===== src/rtl/alu_pkg.sv =====
// Shared types for the round-robin adder arbiter.
// Holds default widths, FSM state and requester ID types.
package alu_pkg;

    localparam int WIDTH_DEF = 4;
    localparam int CNTW_DEF  = 8;

    typedef enum logic {
        EMPTY = 1'b0,
        FULL  = 1'b1
    } state_t;

    typedef logic req_id_t;

endpackage


===== src/rtl/rr_pick2.sv =====
// Two-way round-robin picker.
// Ports: valid0/valid1 requests, last = previous winner, grant one-hot.
module rr_pick2
    import alu_pkg::*;
(
    input  logic       valid0,
    input  logic       valid1,
    input  req_id_t    last,
    output logic [1:0] grant
);

    // On a tie the requester that did not win last time goes first.
    always_comb begin
        grant    = 2'b00;
        grant[0] = valid0 & (~valid1 | last);
        grant[1] = valid1 & (~valid0 | ~last);
    end

endmodule


===== src/rtl/alu_rr_arb.sv =====
// Two requesters share one registered adder, arbitrated round-robin.
// Ports: i_A*/i_B*/i_VALID*/o_READY* requests, o_Y/o_C/o_ID/o_VALID/i_READY result, o_CNT* per-ID totals.
module alu_rr_arb
    import alu_pkg::*;
#(
    parameter int WIDTH = WIDTH_DEF,
    parameter int CNTW  = CNTW_DEF
) (
    input  logic             i_CLK,
    input  logic             i_RSTn,
    input  logic [WIDTH-1:0] i_A0,
    input  logic [WIDTH-1:0] i_B0,
    input  logic             i_VALID0,
    output logic             o_READY0,
    input  logic [WIDTH-1:0] i_A1,
    input  logic [WIDTH-1:0] i_B1,
    input  logic             i_VALID1,
    output logic             o_READY1,
    output logic [WIDTH-1:0] o_Y,
    output logic             o_C,
    output logic             o_ID,
    output logic             o_VALID,
    input  logic             i_READY,
    output logic [CNTW-1:0]  o_CNT0,
    output logic [CNTW-1:0]  o_CNT1
);

    state_t           state;
    req_id_t          last;
    logic [1:0]       grant;
    logic             slot_free;
    logic             accept;
    logic             drain;
    req_id_t          pick_id;
    logic [WIDTH-1:0] sel_a;
    logic [WIDTH-1:0] sel_b;
    logic [WIDTH:0]   sum;

    rr_pick2 u_pick (
        .valid0 (i_VALID0),
        .valid1 (i_VALID1),
        .last   (last),
        .grant  (grant)
    );

    // A full slot counts as free when the consumer drains it this edge.
    assign slot_free = (state == EMPTY) | i_READY;

    // Reset gating keeps both requesters stalled while reset is held.
    assign o_READY0 = i_RSTn & slot_free & grant[0];
    assign o_READY1 = i_RSTn & slot_free & grant[1];

    assign accept  = (o_READY0 & i_VALID0) | (o_READY1 & i_VALID1);
    assign drain   = (state == FULL) & i_READY;
    assign pick_id = grant[1];
    assign o_VALID = (state == FULL);

    assign sel_a = pick_id ? i_A1 : i_A0;
    assign sel_b = pick_id ? i_B1 : i_B0;
    assign sum   = {1'b0, sel_a} + {1'b0, sel_b};

    always_ff @(posedge i_CLK or negedge i_RSTn) begin
        if (!i_RSTn) begin
            state  <= EMPTY;
            o_Y    <= '0;
            o_C    <= 1'b0;
            o_ID   <= 1'b0;
            last   <= 1'b1;
            o_CNT0 <= '0;
            o_CNT1 <= '0;
        end else begin
            if (drain) begin
                if (o_ID)
                    o_CNT1 <= o_CNT1 + CNTW'(1);
                else
                    o_CNT0 <= o_CNT0 + CNTW'(1);
            end
            if (accept) begin
                {o_C, o_Y} <= sum;
                o_ID       <= pick_id;
                last       <= pick_id;
                state      <= FULL;
            end else if (drain) begin
                state <= EMPTY;
            end
        end
    end

endmodule


===== config.mk =====
export PLATFORM = sky130hd
export DESIGN_NAME = alu_rr_arb
export DESIGN_NICKNAME = d
export VERILOG_FILES = /design/src/rtl/alu_pkg.sv /design/src/rtl/rr_pick2.sv /design/src/rtl/alu_rr_arb.sv
export SDC_FILE = /design/constraint.sdc
export NUM_CORES = 1
export LEC_CHECK = 0
export ABC_AREA = 1
export CAP_MARGIN = 40
export CORE_UTILIZATION = 36
export DETAILED_ROUTE_END_ITERATION = 12
export PLACE_DENSITY = 0.65
export SYNTH_ARGS = -nofsm -noshare
export SYNTH_HDL_FRONTEND = slang
export SYNTH_SLANG_ARGS = --single-unit

===== constraint.sdc =====
create_clock -name i_CLK -period 2.25 [get_ports i_CLK]
set_input_delay 0.3375 -clock i_CLK [delete_from_list [all_inputs] [get_ports i_CLK]]
set_output_delay 0.3375 -clock i_CLK [all_outputs]
set_load 0.02 [all_outputs]

==> impl_metrics.py <==
metrics = {
    "pwr": {
        "netSwitchingFraction_pct": 38.7,
        "p_leak_nw": 1.08,
        "irDropWorstVdd_uv": 272,
        "power_density_nw_per_um2": 870,
        "intPower_mw": 1.11,
        "clock_power_share_pct": 16.4,
        "seqPwrFrac_pct": 37.8,
        "fin_total_pwr_mw": 1.81,
        "switchingPower_uw": 701,
        "power_frac_comb_pct": 45.8,
    },
    "floorplan": {
        "die_w_um": 65.1,
        "start_util_pct": 38.3,
        "ios": 46,
        "rows": 22,
        "die_y_um": 65.1,
        "die_area_um2": 4240,
        "core_area_um2": 3740,
    },
    "clocking": {
        "max-clock-path-buffers": 2,
        "clkLatencyLatePin_ns": 0.27,
        "cts_tree": "built",
        "htreeDepth": 1,
        "numCtsBuffers": 3,
        "clk_pin_slew_ns": 0.09,
        "cts_hold_buf": 0,
        "clock-sinks": 24,
        "root_buffer": "clkbuf_8",
    },
    "sta": {
        "fin_skew_ns": 0.00934,
        "min_period_over_period_pct": 95.2,
        "relSlewSlack_pct": 77.8,
        "grt_setup_unrepaired": "no",
        "slew_violations": 0,
        "setup_viol": 0,
        "max_freq_ghz": 0.467,
        "finalHoldViolations": 0,
        "worstMarginPinSlew_ns": 0.333,
        "finalCriticalPeriod_ns": 2.14,
    },
    "grt": {
        "grt_pass1_vias": 1238,
        "grt_max_degree": 26,
        "grt_usage_pct": 16.1,
        "overflow": 0,
        "grt_pass1_wl_um": 5240,
        "antenna_found_initial": 0,
    },
    "layout": {
        "finalInstanceArea_um2": 2080,
        "num_antenna_cells": 0,
        "fin_nets": 276,
        "drive_gt1_share_pct": 10.9,
        "fin_util_pct": 55.6,
        "final_cells": 295,
        "area_delta_synth_final_pct": 45.0,
    },
    "synth": {
        "synthesis.nets": 216,
        "synth_seq_area_share_pct": 41.9,
        "synth.yosys.warnings": 0,
        "synth_area_um2": 1440,
        "synth_top_area_share_pct": 40.1,
        "yosysMostFrequentCell": "nand2_1",
        "async_reset_ff_share_pct": 100,
        "synth_flop_cell": "dfrtp_1",
        "ys_ff_latch": 24,
        "syn_area_per_cell_um2": 7.63,
        "netlist_top_cells_count": "nand2_1, inv_1, dfrtp_1, nand3_1, nor2_1",
        "yosys-top-cells-area": "dfrtp_1, nand2_1, inv_1, ha_1, nand3_1",
        "yosys.area.top_type": "dfrtp_1",
        "synth_edf_count": 0,
        "synth_cell_types": 24,
        "syn-instance-count": 188,
    },
    "worst_setup_path": {
        "rr_startpoint": "last$_DFFE_PN1P_",
        "critPathArrivalTime_ns": 1.80,
        "path_max_fanout": 2,
        "cp_common_cell": "clkdlybuf4s50_1",
        "critPathRequiredTime_ns": 1.91,
        "timing.rr.end": "o_Y[2]$_DFFE_PN0P_",
        "crit_path_end_kind": "output port",
        "critPathLaunchType": "primary input",
        "r2r_cells": 11,
        "slowest_delay_ns": 0.59,
        "r2r_slack_ns": 0.27,
        "path_cells": "clkdlybuf4s50_1 > inv_2 > a21boi_2 > nand2_2 > inv_1 > clkdlybuf4s50_1",
        "cp_top_family": "buffers and inverters",
        "slowest_stage": "clkdlybuf4s50_1",
        "critPathBufInv": 4,
        "path_class": "in2out",
    },
    "routing": {
        "drt-total-wl_um": 3080,
        "drt_iter0_markers": 76,
        "avgViaCountPerCell": 4.53,
        "drc": 0,
        "drtPass1Iterations": 4,
        "wl_per_cell_um": 10.4,
        "ant_nets": 0,
        "vias": 1335,
    },
    "flow_run": {
        "drv_cap": 0,
    },
    "placement": {
        "port_buffers": 45,
        "placed_cells": 291,
        "place_area_um2": 2020,
        "globalplace.congestion": 0.783,
        "place_hpwl_um": 2510,
    },
    "hold_path": {
        "hp-class": "in2async",
    },
    "outcome": {
        "status": "completed",
    },
}
[placed cells by master (no fill, tap or decap)]
cell type	count
nand3_1	11
xor2_1	6
a21boi_2	1
nand3b_1	2
inv_2	2
or2_2	1
a21oi_2	1
inv_1	24
fa_1	1
buf_4	11
dfstp_2	1
clkbuf_8	4
o21ai_0	5
a21oi_1	1
nor3_1	1
nand3_4	2
nand3_2	1
o21ai_1	1
dlymetal6s2s_1	1
nor3_4	1
nor2_4	1
nand2_2	1
nor2_1	11
dfrtp_1	23
ha_1	6
nand2_1	80
xnor2_1	3
clkdlybuf4s50_1	44
[registers in the layout (all words and copies together) (netlist names)]
register / cells
o_ID: 1
o_CNT1: 8
o_Y: 4
o_C: 1
o_VALID: 1
o_CNT0: 8
last: 1
[power by group through the flow]
stage	logic [mW]	clock network [mW]	registers [mW]
after global routing	0.917	0.315	0.705
after floorplan	0.299	0	0.823
after global placement	0.818	0	0.694
after CTS	0.839	0.301	0.687
final	0.830	0.297	0.685
after detailed placement	0.836	0	0.695
[logic make-up (layout without fill, tap and decap cells)]
| group | Yosys count | in the layout | synth area share, % |
|---|---|---|---|
| AOI/OAI and AO/OA | 9 | 9 | 3.84 |
| DFF | 24 | 24 | 41.9 |
| and+or+nand+nor | 112 | 112 | 35.0 |
| adders and majority gates | 7 | 7 | 6.63 |
| buffers and inverters | 27 | 86 | 7.15 |
| xor gates and xnor gates | 9 | 9 | 5.49 |
[worst max-delay path by stage]
stage | from | slack [ns] | cells past startpoint | endpoint
after detailed placement | i_VALID0 | -0.02 | 12 | o_C$_DFFE_PN0P_
final | i_READY | 0.11 | 6 | o_READY1
after floorplan | last$_DFFE_PN1P_ | 0.40 | 11 | o_C$_DFFE_PN0P_
after global placement | i_VALID0 | 0.01 | 12 | o_C$_DFFE_PN0P_
after CTS | i_VALID0 | 0.05 | 7 | o_READY1
after global routing | i_VALID0 | 0.01 | 7 | o_READY1
[worst register-to-register path, stage by stage (launching register included)]
cell and delay, ns:
dfstp_2 0.54, nand2_1 0.04, nand2_1 0.11, buf_4 0.17
nand2_1 0.06, nand2_1 0.07, ha_1 0.17, inv_1 0.06
fa_1 0.40, xnor2_1 0.14, nand2_1 0.07, nand2_1 0.05
[per-layer routing]
layer	global-route usage, %	up-vias	wire (um)
li1	-	692	-
met2	28.9	40	1550
met4	6.52	0	48
met5	0	-	0
met3	2.95	5	147
met1	18.8	598	1340
[per-stage QoR]
stage	hold slack, ns	setup WS, ns	setup TNS (ns)
floorplan	0.0419	0.396	0
global placement	0.494	0.00966	0
detailed placement	0.501	-0.0221	-0.0414
CTS	0.497	0.0476	0
global route	0.534	0.0133	0
finish	0.482	0.109	0
[area by class of cell]
class                      count  area, um2
clock buffer                   4       55.1
fill                         391       1660
inverter                      26       97.6
multi-input combinational    137        731
sequential                    24        602
tap                           48       60.1
timing repair buffer          56        536
[repair_timing]
item / CTS / global route
buffers inserted: 0 / 0
resized for setup: 0 / 3
hold endpoints to repair: 0 / 0
setup endpoints to repair: 0 / 2
No activity file was read; power rests on OpenSTA's default activity.
